--- src/rtl/affine_tap_sum.sv ---
`timescale 1ns/1ps
// Six-tap product sum with round-half-up and arithmetic shift; clamps to [0, 2^BIT_DEPTH-1] when AFFINE_TAP_SUM_CLIP_EN is defined.
// Latency: 3 cycles, 1 beat/cycle. Backpressure: a single global enable freezes every stage while out_valid && !out_ready.
module affine_tap_sum #(
    parameter int SHIFT     = 6,
    parameter int ROW_LEN   = 4,
    parameter int BIT_DEPTH = 10
) (
    input  logic               clk,
    input  logic               rst,
    input  logic               in_valid,
    output logic               in_ready,
    input  logic signed [16:0] p0,
    input  logic signed [16:0] p1,
    input  logic signed [16:0] p2,
    input  logic signed [16:0] p3,
    input  logic signed [16:0] p4,
    input  logic signed [16:0] p5,
    output logic               out_valid,
    input  logic               out_ready,
    output logic signed [13:0] y,
    output logic               out_last
);
    localparam int CW = (ROW_LEN > 1) ? $clog2(ROW_LEN) : 1;
    localparam logic [CW-1:0] LAST = CW'(ROW_LEN - 1);
    localparam logic signed [20:0] RND  = 21'sd1 <<< (SHIFT - 1);
    localparam logic signed [20:0] MAXV = 21'((1 << BIT_DEPTH) - 1);

    logic               en;
    logic               v1_q, v2_q, vo_q;
    logic signed [17:0] s01_q, s23_q, s45_q;
    logic signed [17:0] s01_d, s23_d, s45_d;
    logic signed [19:0] sum_q, sum_d;
    logic signed [20:0] rnd, shr;
    logic signed [13:0] y_q, y_d;
    logic [CW-1:0]      cnt_q, cnt_d;

    assign en       = !vo_q || out_ready;
    assign in_ready = en;

    always_comb begin
        s01_d = {p0[16], p0} + {p1[16], p1};
        s23_d = {p2[16], p2} + {p3[16], p3};
        s45_d = {p4[16], p4} + {p5[16], p5};
        sum_d = {{2{s01_q[17]}}, s01_q} + {{2{s23_q[17]}}, s23_q} + {{2{s45_q[17]}}, s45_q};
        rnd   = {sum_q[19], sum_q} + RND;
        shr   = rnd >>> SHIFT;
`ifdef AFFINE_TAP_SUM_CLIP_EN
        if (shr < 0) begin
            y_d = '0;
        end else if (shr > MAXV) begin
            y_d = 14'(MAXV);
        end else begin
            y_d = 14'(shr);
        end
`else
        y_d = 14'(shr);
`endif
        cnt_d = cnt_q;
        if (vo_q && out_ready) begin
            cnt_d = (cnt_q == LAST) ? '0 : cnt_q + 1'b1;
        end
    end

    // Control state and y reset; bubbles advance like beats so cadence is preserved.
    always_ff @(posedge clk) begin
        if (rst) begin
            v1_q  <= 1'b0;
            v2_q  <= 1'b0;
            vo_q  <= 1'b0;
            y_q   <= '0;
            cnt_q <= '0;
        end else begin
            cnt_q <= cnt_d;
            if (en) begin
                v1_q <= in_valid;
                v2_q <= v1_q;
                vo_q <= v2_q;
                y_q  <= y_d;
            end
        end
    end

    always_ff @(posedge clk) begin
        if (en) begin
            s01_q <= s01_d;
            s23_q <= s23_d;
            s45_q <= s45_d;
            sum_q <= sum_d;
        end
    end

    assign out_valid = vo_q;
    assign y         = y_q;
    assign out_last  = vo_q && (cnt_q == LAST);
endmodule
--- config.mk ---
export PLATFORM = sky130hd
export DESIGN_NAME = affine_tap_sum
export DESIGN_NICKNAME = d
export VERILOG_FILES = /design/src/rtl/affine_tap_sum.sv
export SDC_FILE = /design/constraint.sdc
export NUM_CORES = 1
export LEC_CHECK = 0
export CORE_ASPECT_RATIO = 0.75
export CORE_MARGIN = 5
export CORE_UTILIZATION = 38
export DETAILED_ROUTE_END_ITERATION = 8
export DONT_BUFFER_PORTS = 1
export GPL_TIMING_DRIVEN = 0
export PLACE_DENSITY_LB_ADDON = 0.12
export SYNTH_ARGS = -nofsm -noshare
export SYNTH_HDL_FRONTEND = slang
export SYNTH_SLANG_ARGS = --single-unit
--- constraint.sdc ---
create_clock -name clk -period 3.7 [get_ports clk]
set_input_delay 0.74 -clock clk [delete_from_list [all_inputs] [get_ports clk]]
set_output_delay 0.74 -clock clk [all_outputs]
set_load 0.01 [all_outputs]
=== Word level (Yosys, flattened, before mapping) ===
Cells that the tools add are included.

* Bits in latches: 0
* Flip-flop bits (word level): 93
* Bits in writable memories: 0
* Word-level logic and storage cells: 22
* ROM bits: 0
* Memories kept: 0
* Output and inout port bits: 17
* Input port bits: 106

* Reductions and logical operators: 4
* Add/subtract/negate cells: 7
* Magnitude comparators: 0
* Divide/modulo/power cells: 0
* Mux-type cells: 1
* Multiply operators: 0
* Shifts and indexed selects: 0
* Bitwise gates (word level): 0
* Equal/unequal tests: 1

{| class="wikitable"
|+ Operators with widths
! cell !! count
|-
| adder 17 x 17 -> 18 bit || 3
|-
| adder 19 x 18 -> 20 bit || 1
|-
| adder 20 x 7 -> 20 bit, second input constant || 1
|-
| adder 18 x 18 -> 19 bit || 1
|-
| adder 2 x 1 -> 2 bit, second input constant || 1
|-
| == test 2 bit, second input constant || 1
|-
| logical AND 1 bit || 2
|-
| 2-to-1 mux 2 bit || 1
|-
| zero test 1 bit || 1
|-
| logical OR 1 bit || 1
|}

=== Depth between registers and ports, before layout ===
Gate-level depths: netlist (run 1).

* Depth in word-level cells: 2
* Gate-level depth with buffers: 9
* Depth with buffers taken out: 9

=== Least setup slack after synthesis (run 1) ===
No wires, ideal clock.

* Path type: in2out
* Start: input port out_ready
* End: output port in_ready
* Arrival: 3.061 ns
* Required time: 2.960 ns
* Path slack: -0.101 ns
* Stages on the path: 2
* Buffers on the path: 1
* Cells stage by stage: nand2b_1 buf_1

* Cells in the longest elaborated chain, start to end: 1

{| class="wikitable"
|+ Ends and longest elaborated chain
! what !! line !! source
|-
| start: declaration || 20 || <nowiki>input logic out_ready,</nowiki>
|-
| logical OR 1 bit || 38 || <nowiki>assign en = !vo_q || out_ready;</nowiki>
|-
| end: declaration || 12 || <nowiki>output logic in_ready,</nowiki>
|}

No other way between the ends.

=== Worst setup path in the final report (run 1) ===
* Start: register s01_q[4]
* End: register sum_q[13], data pin

* Cells in the longest elaborated chain, start to end: 2

{| class="wikitable"
|+ Ends and longest elaborated chain
! what !! line !! source
|-
| start: declaration || 31 || <nowiki>logic signed [17:0] s01_q, s23_q, s45_q;</nowiki>
|-
| start signal: assignment || 86 || <nowiki>s01_q <= s01_d;</nowiki>
|-
| adder 18 x 18 -> 19 bit || 45 || <nowiki>sum_d = {{2{s01_q[17]}}, s01_q} + {{2{s23_q[17]}}, s23_q} + {{2{s45_q[17]}}, s45_q};</nowiki>
|-
| adder 19 x 18 -> 20 bit || 45 ||
|-
| net sum_d[13] || 33 || <nowiki>logic signed [19:0] sum_q, sum_d;</nowiki>
|-
| end signal: assignment || 89 || <nowiki>sum_q <= sum_d;</nowiki>
|-
| end: declaration || 33 ||
|}

The timed path passes the listed nets, and every way through them passes these cells.
A chain may end at the register's enable or synchronous reset.

==> impl_metrics.json, run 1 <==
{
  "antenna_left": 0,
  "post-cts-setup-buffers": 0,
  "fin_skew_ns": 0.00931,
  "yosysSeqAreaShare_pct": 36.5,
  "crit_path_end_kind": "flop",
  "antenna_found_initial": 0,
  "clk_latency_ns": 0.35,
  "drt_iter0_drc": 202,
  "ys_types": 70,
  "required_ns": 3.83,
  "num_rows": 42,
  "max_stage_delay_ns": 0.53,
  "holdCritPathClass": "reg2reg",
  "placed_area_sq_um": 7050,
  "total_power_mw": 4.87,
  "antenna_cells": 0,
  "start_util_pct": 38.4,
  "grtUsageTotal_pct": 15.1,
  "yosysWarnings": 0,
  "clk_pin_slew_ns": 0.07,
  "die_x_um": 164,
  "layout.nets": 870,
  "wl_um": 15100,
  "post-synth-top-area-cell": "edfxtp_1",
  "cap_violations": 0,
  "place_congestion": 0.904,
  "critPathArrivalTime_ns": 3.06,
  "clockBufferDepth": 2,
  "hold_slack_ns": 0.451,
  "total_leakage_power_nw": 2.90,
  "syn_nets": 858,
  "drc_errors": 0,
  "syn_to_final_growth_pct": 9.26,
  "fillers": 1679,
  "dieArea_sq_um": 20500,
  "drive_gt1_share_pct": 4.72,
  "synth-main-ff-cell": "edfxtp_1",
  "synth_area_sq_um": 6720,
  "clock_sinks": 88,
  "yosysTopAreaCellShare_pct": 30.8,
  "cts_tree": "yes",
  "dp_hpwl_um": 12200,
  "rsz0062_at_grt": "false",
  "relSlewSlack_pct": 57.3,
  "p_per_area_nw_per_um2": 664,
  "final-seq-area_sq_um": 2450,
  "critPathLaunchType": "flop",
  "timing.critical_path.cells": "inv_1 > fa_1 > inv_1 > ha_1 > and4b_4 > a221oi_4 > a211oi_1 > or4_1 > o311ai_1",
  "crit_top_cell": "inv_1",
  "core-area_sq_um": 17500,
  "status": "completed",
  "drv_slew": 0,
  "setup_viol": 0,
  "grt_max_degree": 71,
  "via_count": 4992,
  "hold_viol": 0,
  "grt_pass1_wl_um": 24600,
  "grt_pass1_vias": 4975,
  "clock.fmax_mhz": 342,
  "routedWlPerCell_um": 16.4,
  "die_height_um": 125,
  "overflow": 0,
  "syn_area_per_cell_sq_um": 10.2,
  "fin_area_sq_um": 7340,
  "first_pass_iters": 4,
  "period_needed_ns": 2.93,
  "htree_levels": 3,
  "yosys_register_bits": 88,
  "ir_drop_mv": 0.262,
  "synth_edf_count": 69,
  "critPathKind": "reg2reg",
  "holdBufCountCts": 0,
  "crit_path_top_delay_cell": "fa_1",
  "pin_count": 123,
  "clock-root-buffer": "clkbuf_16",
  "port_buffers": 0,
  "cts_resized": 0,
  "crit_fanout": 6,
  "finalCritPeriodShare_pct": 79.1,
  "cts_buffers": 9,
  "vias_per_cell": 5.43,
  "worst_slew_pin_slew_ns": 0.634,
  "async_flop_share_pct": 0,
  "yosys-top-cells-area": "edfxtp_1, ha_1, fa_1, dfxtp_1, xnor2_1",
  "multi_input_area_sq_um": 4090,
  "synth_cells": 661
}
## registers in the layout, indices dropped and copies added, names as in the netlist
name	flops
cnt_q	2
out_valid	1
s01_q	18
s23_q	18
s45_q	18
sum_q	15
v1_q	1
v2_q	1
y	14
## cells by family after synthesis
kind of cell	count (synthesis)	synth area share (%)
adders and majority gates	91	19.2
buffers and inverters	47	2.68
and+or+nand+nor	174	12.8
DFF	88	36.5
AOI/OAI and AO/OA	206	21.6
muxes	4	0.615
xor gates and xnor gates	51	6.65
## per-stage QoR
step / std cells / setup WS (ns) / utilization, % / TNS [ns]
6_report: 920 / 0.773 / 41.9 / 0
5_1_grt: 920 / 0.605 / 41.9 / 0
4_1_cts: 920 / 0.779 / 41.9 / 0
3_5_place_dp: 904 / 0.542 / 40.3 / 0
3_3_place_gp: 903 / -0.720 / 40.2 / -35.99
2_1_floorplan: 661 / 0.121 / - / 0
## cell usage after synthesis, drive strengths merged, types with 11 or more instances
cell type	number
o21ai	34
xor2	23
edfxtp	69
or3	11
o21a	16
a21o	15
nor3	17
nand3	12
nor2	53
fa	20
dfxtp	19
inv	35
a211oi	21
a21oi	43
ha	71
xnor2	28
nand2	36
## per-layer routing
layer	vias to the layer above	share of wire [%]	GRT usage, %
li1	2544	-	-
met1	2307	49	20.5
met2	129	43	23.3
met3	12	6.3	5.10
met4	0	1.2	3.55
met5	-	0	0
## final timing paths
check                                         from                     end  slack, ns  depth (start not counted)
worst max register to register  s01_q[4]$_DFFE_PP_     sum_q[13]$_DFFE_PP_       0.77                          9
worst min-delay path             v2_q$_SDFFE_PP0P_  out_valid$_SDFFE_PP0P_       0.45                          2
worst min register to register   v2_q$_SDFFE_PP0P_  out_valid$_SDFFE_PP0P_       0.45                          2
worst max-delay path            s01_q[4]$_DFFE_PP_     sum_q[13]$_DFFE_PP_       0.77                          9
## cell type report
| cell class | instances | area share [%] |
|---|---|---|
| multi-input combinational | 526 | 55.7 |
| buffer | 12 | 0.716 |
| tap | 242 | 4.12 |
| clock inverter | 7 | 0.852 |
| timing repair buffer | 1 | 0.375 |
| sequential | 88 | 33.4 |
| inverter | 35 | 1.79 |
| clock buffer | 9 | 3.07 |
## worst max-delay path: cells and delay by family, from the launching register on
| kind | cells | cell delay, ns |
|---|---|---|
| fa+ha+maj | 2 | 0.88 |
| simple gates | 2 | 0.73 |
| compound gates | 3 | 0.66 |
| flops | 1 | 0.33 |
| buf+inv | 2 | 0.10 |
## cells in the final DEF (no fill, tap or decap), types with 16 or more instances in the layout
master and n:
fa_1 20, nor2_1 53, edfxtp_1 69, a21oi_1 43
dfxtp_1 19, o21a_1 16, inv_1 35, xnor2_1 28
nor3_1 17, a211oi_1 20, ha_1 71, o21ai_0 34
xor2_1 23, nand2_1 36
## report_power, final
group          leakage, nW  internal, mW  switching, mW  total [mW]
logic                 1.88          1.04           1.26        2.30
registers            0.883          1.48          0.211        1.69
clock network        0.136         0.516          0.372       0.887
Power figures use the tool's default switching activity.
==> run 2, diff against run 1 <==
==> constraint.sdc (replaced) <==
create_clock -name clk -period 2.9 [get_ports clk]
set_input_delay 0.58 -clock clk [delete_from_list [all_inputs] [get_ports clk]]
set_output_delay 0.58 -clock clk [all_outputs]
set_load 0.01 [all_outputs]
==> run 2 against run 1 <==
  * Final cell count grew 0.11%
  * Largest power group unchanged
  * First-iteration DRC count grew 42%
  * Count of clock-buffer cells in the layout grew 1
  * Clock power grew 30%
==> impl_metrics.json, run 2 (synthesized netlist as in run 1, its figures left out) <==
{
  "status": "completed",
  "period_needed_ns": 2.83,
  "fillers": 1687,
  "total_power_mw": 6.43,
  "setup_slack_ns": 0.0657,
  "total_leakage_power_nw": 2.92,
  "grtUsageTotal_pct": 14.9,
  "die_height_um": 125,
  "antenna_cells": 0,
  "drt_iter0_drc": 287,
  "clk_pin_slew_ns": 0.07,
  "r2r-start": "s01_q[3]$_DFFE_PP_",
  "crit_path_end": "sum_q[13]$_DFFE_PP_",
  "crit_path_end_kind": "flop",
  "routedWlPerCell_um": 16.4,
  "worst_slew_pin_slew_ns": 0.858,
  "cts_tree": "yes",
  "start_util_pct": 38.4,
  "r2r_cells": 9,
  "clock_sinks": 88,
  "vias_per_cell": 5.47,
  "cap_violations": 0,
  "critPathKind": "reg2reg",
  "relSlewSlack_pct": 42.2,
  "layout.nets": 871,
  "clk_latency_ns": 0.35,
  "critPathLaunchType": "flop",
  "top_regs": "s01_q (18), s23_q (18), s45_q (18)",
  "setup_viol": 0,
  "dp_slack_ns": -0.0154,
  "core-area_sq_um": 17500,
  "reg2reg_setup_slack_ns": 0.07,
  "hold_viol": 0,
  "finalCritPeriodShare_pct": 97.7,
  "layout_common_cells": "ha_1, edfxtp_1, nor2_1",
  "wl_um": 15100,
  "port_buffers": 0,
  "holdBufCountCts": 0,
  "antenna_found_initial": 0,
  "overflow": 0,
  "dp_hpwl_um": 12300,
  "holdCritPathClass": "in2reg",
  "hold_slack_ns": 0.389,
  "drc_errors": 0,
  "syn_to_final_growth_pct": 10.3,
  "die_x_um": 164,
  "p_per_area_nw_per_um2": 868,
  "drive_gt1_share_pct": 6.19,
  "crit_fanout": 4,
  "cts_buffers": 9,
  "grt_max_degree": 72,
  "clock.fmax_mhz": 353,
  "pin_count": 123,
  "drv_slew": 0,
  "htree_levels": 3,
  "place_congestion": 0.964,
  "fin_setup_tns_ns": 0,
  "ir_drop_mv": 0.341,
  "cp-startpoint": "s01_q[3]$_DFFE_PP_",
  "first_pass_iters": 5,
  "dieArea_sq_um": 20500,
  "via_count": 5036,
  "grt_pass1_wl_um": 24400,
  "clockBufferDepth": 2,
  "critPathArrivalTime_ns": 2.99,
  "num_rows": 42,
  "antenna_left": 0,
  "clock-root-buffer": "clkbuf_16",
  "grt_pass1_vias": 5006,
  "fin_util_pct": 42.3,
  "fin_skew_ns": 0.0111,
  "reg2reg_to": "sum_q[13]$_DFFE_PP_",
  "required_ns": 3.06
}
[run 2: cell types whose count changed in the layout (fill, tap and decap cells not counted), sizes merged]
cell      before  now
buf            5    7
clkinv         4    3
clkinvlp       2    1
inv           35   36
[run 2: worst min-delay path by stage]
stage / startpoint / endpoint / slack (ns) / cells past startpoint
3_3_place_gp: v2_q$_SDFFE_PP0P_ / out_valid$_SDFFE_PP0P_ / 0.45 / 2
5_1_grt: in_valid / v1_q$_SDFFE_PP0P_ / 0.38 / 2
6_report: in_valid / v1_q$_SDFFE_PP0P_ / 0.39 / 2
2_1_floorplan: v2_q$_SDFFE_PP0P_ / out_valid$_SDFFE_PP0P_ / 0.43 / 2
4_1_cts: in_valid / v1_q$_SDFFE_PP0P_ / 0.37 / 2
3_5_place_dp: v2_q$_SDFFE_PP0P_ / out_valid$_SDFFE_PP0P_ / 0.45 / 2
[run 2: metrics by stage]
| step | instance area (sq um) | cells |
|---|---|---|
| CTS | 7380 | 922 |
| global route | 7410 | 921 |
| floorplan | 6730 | 661 |
| global placement | 7030 | 903 |
| detailed placement | 7050 | 904 |
| finish | 7410 | 921 |
[run 2: power breakdown]
part	leakage, nW	internal, mW	total (mW)	switching (mW)
registers	0.883	1.89	2.16	0.274
logic	1.90	1.42	3.12	1.70
clock network	0.141	0.670	1.15	0.482
[run 2: worst max-delay path: stages, from the launching register on]
cell and delay, ns:
edfxtp_1 0.33, inv_1 0.06, fa_1 0.52, inv_1 0.04
ha_1 0.31, a21o_1 0.20, a221oi_4 0.43, a211oi_2 0.15
or4_4 0.50, o311ai_2 0.10
[run 2: final cells by class]
type | instances | area (sq um) | area share [%]
Clock inverter | 6 | 67.6 | 0.912
Clock buffer | 10 | 229 | 3.09
Tap cell | 242 | 303 | 4.09
Multi-Input combinational cell | 526 | 4130 | 55.8
Inverter | 35 | 131 | 1.77
Sequential cell | 88 | 2450 | 33.1
Buffer | 11 | 48.8 | 0.659
Timing Repair Buffer | 3 | 42.5 | 0.574
[run 2: repair_timing]
action,4_1_cts,5_1_grt
endpoints found under the setup margin,3,6
gates resized for setup,2,7
buffers inserted,2,0
endpoints found under the hold margin,0,0
pin swaps,1,4
[run 2: per-layer routing]
metal | up-vias | routed length [um] | track usage [%]
met5 | - | 0 | 0
met4 | 0 | 259 | 4.73
met3 | 22 | 1070 | 4.64
met2 | 150 | 6630 | 23.1
met1 | 2324 | 7160 | 19.9
li1 | 2540 | - | -
==> run 3, diff against run 2 <==
--- a/config.mk
+++ b/config.mk
@@ -8,10 +8,11 @@
 export CORE_ASPECT_RATIO = 0.75
 export CORE_MARGIN = 5
 export CORE_UTILIZATION = 38
+export CTS_CLUSTER_SIZE = 40
 export DETAILED_ROUTE_END_ITERATION = 8
 export DONT_BUFFER_PORTS = 1
-export GPL_TIMING_DRIVEN = 0
 export PLACE_DENSITY_LB_ADDON = 0.12
+export RECOVER_POWER = 25
 export SYNTH_ARGS = -nofsm -noshare
 export SYNTH_HDL_FRONTEND = slang
 export SYNTH_SLANG_ARGS = --single-unit
==> run 3 against run 2 <==
  * Core utilization down 0.064 points
  * Register-to-register slack gained 0.04 ns
  * Die area did not move
  * Via count is 0.52% higher
  * Sequential share of layout area up 0.050 points
  * Count of clock-buffer cells in the layout is the same
  * Largest cell class unchanged
  * Non-clock buffer count is 1 lower
==> impl_metrics.json, run 3 (synthesized netlist as in run 1, its figures left out) <==
{
  "status": "completed",
  "hold_start": "rst",
  "p_per_area_nw_per_um2": 869,
  "fin_skew_ns": 0.00645,
  "overflow": 0,
  "routedWlPerCell_um": 16.9,
  "place_congestion": 0.931,
  "dp_slack_ns": 0.0535,
  "grtUsageTotal_pct": 15.5,
  "layout.nets": 870,
  "setup_viol": 0,
  "first_pass_iters": 5,
  "critPathArrivalTime_ns": 2.94,
  "grt_max_degree": 52,
  "cp.depth": 10,
  "drive_gt1_share_pct": 6.64,
  "holdCritPathClass": "in2reg",
  "hold_viol": 0,
  "fin_area_sq_um": 7400,
  "cap_violations": 0,
  "die_height_um": 125,
  "port_buffers": 0,
  "crit_path_top_delay_cell": "fa_1",
  "drc_errors": 0,
  "whs_path_depth": 1,
  "drt_iter0_drc": 322,
  "antenna_found_initial": 2,
  "fillers": 1706,
  "clockBufferDepth": 2,
  "multi_input_area_sq_um": 4110,
  "htree_levels": 3,
  "layout_common_cells": "ha_1, edfxtp_1, nor2_1",
  "num_rows": 42,
  "final_common_cell": "ha_1",
  "worst_slew_pin_slew_ns": 1.22,
  "final-seq-area_sq_um": 2450,
  "hold_slack_ns": 0.300,
  "finalCritPeriodShare_pct": 96.4,
  "max_stage_delay_ns": 0.52,
  "critPathKind": "reg2reg",
  "clock_sinks": 88,
  "pin_count": 123,
  "timing.critical_path.cells": "inv_1 > fa_1 > inv_1 > ha_1 > a21o_1 > a221oi_4 > buf_6 > a211oi_2 > or4_1 > o311ai_1",
  "vias_per_cell": 5.50,
  "dieArea_sq_um": 20500,
  "relSlewSlack_pct": 18.6,
  "reg2reg_setup_slack_ns": 0.10,
  "grt_pass1_vias": 5057,
  "cp_top_family": "adder cells",
  "fin_util_pct": 42.3,
  "clk_pin_slew_ns": 0.06,
  "syn_to_final_growth_pct": 10.1,
  "die_x_um": 164,
  "top_regs": "s01_q (18), s23_q (18), s45_q (18)",
  "fin_cells": 920,
  "period_needed_ns": 2.80,
  "clock-root-buffer": "clkbuf_16",
  "antenna_left": 0,
  "placed_area_sq_um": 7070,
  "crit_top_cell": "inv_1",
  "crit_buf_inv": 3,
  "clk_latency_ns": 0.34,
  "cts_tree": "yes",
  "crit_path_end_kind": "flop",
  "setup_slack_ns": 0.104,
  "wl_um": 15500,
  "dp_hpwl_um": 12700,
  "cts_buffers": 9,
  "drv_slew": 0,
  "total_leakage_power_nw": 2.95,
  "dpl.cell_count": 901,
  "critPathLaunchType": "flop",
  "via_count": 5062,
  "crit_fanout": 6,
  "reg2reg_to": "sum_q[13]$_DFFE_PP_",
  "ir_drop_mv": 0.362,
  "core-area_sq_um": 17500,
  "required_ns": 3.04,
  "grt_pass1_wl_um": 25400,
  "r2r-start": "s01_q[3]$_DFFE_PP_",
  "hold_end": "y[1]$_SDFFE_PP0P_",
  "antenna_cells": 0,
  "clock.fmax_mhz": 358,
  "start_util_pct": 38.4,
  "r2r_cells": 10
}
-- run 3: cell count changes in the layout (fill, tap and decap cells not counted), moves of 2 or more --
| cell | before | now |
|---|---|---|
| clkbuf_1 | 7 | 1 |
| buf_4 | 3 | 10 |
| inv_4 | 0 | 3 |
| ha_1 | 69 | 71 |
| buf_2 | 2 | 0 |
-- run 3: repair_timing --
item	in CTS	in global routing
endpoints found under the setup margin	0	6
hold buffers	0	0
setup buffers	0	3
resized for setup	0	5
-- run 3: worst reg2reg max path: cells and delay by family (launching register included) --
family / cells / cell delay (ns)
compound gates: 4 / 0.69
fa+ha+maj: 2 / 0.82
buf+inv: 3 / 0.26
flops: 1 / 0.34
simple gates: 1 / 0.48
-- run 3: metrics by stage --
stage	TNS, ns	power, mW
4_1_cts	0	6.36
3_3_place_gp	0	5.14
2_1_floorplan	0	4.47
5_1_grt	-0.0111	6.98
6_report	0	6.43
3_5_place_dp	0	5.20
-- run 3: how the worst max path moves through the flow --
stage / startpoint / end / slack [ns]
6_report: s01_q[3]$_DFFE_PP_ / sum_q[13]$_DFFE_PP_ / 0.10
2_1_floorplan: s01_q[4]$_DFFE_PP_ / sum_q[13]$_DFFE_PP_ / 0.26
3_5_place_dp: s01_q[4]$_DFFE_PP_ / sum_q[13]$_DFFE_PP_ / 0.05
5_1_grt: s01_q[4]$_DFFE_PP_ / sum_q[13]$_DFFE_PP_ / -0.006
3_3_place_gp: s01_q[4]$_DFFE_PP_ / sum_q[13]$_DFFE_PP_ / 0.13
4_1_cts: s01_q[4]$_DFFE_PP_ / sum_q[13]$_DFFE_PP_ / 0.03
-- run 3: layout make-up --
type | instances | share of cell area (%)
clock buffer | 10 | 3.38
clock inverter | 6 | 0.541
inverter | 35 | 1.78
multi-input combinational | 526 | 55.6
sequential | 88 | 33.2
tap | 242 | 4.09
timing repair buffer | 13 | 1.49
-- run 3: power breakdown --
group	total (mW)	internal [mW]	switching, mW
Sequential	2.16	1.89	0.273
Combinational	3.15	1.46	1.70
Clock	1.11	0.633	0.481
-- run 3: layer usage --
| layer | wire length [um] | global-route usage (%) |
|---|---|---|
| met1 | 7210 | 20.6 |
| met5 | 34 | 0 |
| met3 | 1220 | 5.30 |
| met2 | 6800 | 24.0 |
| met4 | 269 | 4.93 |
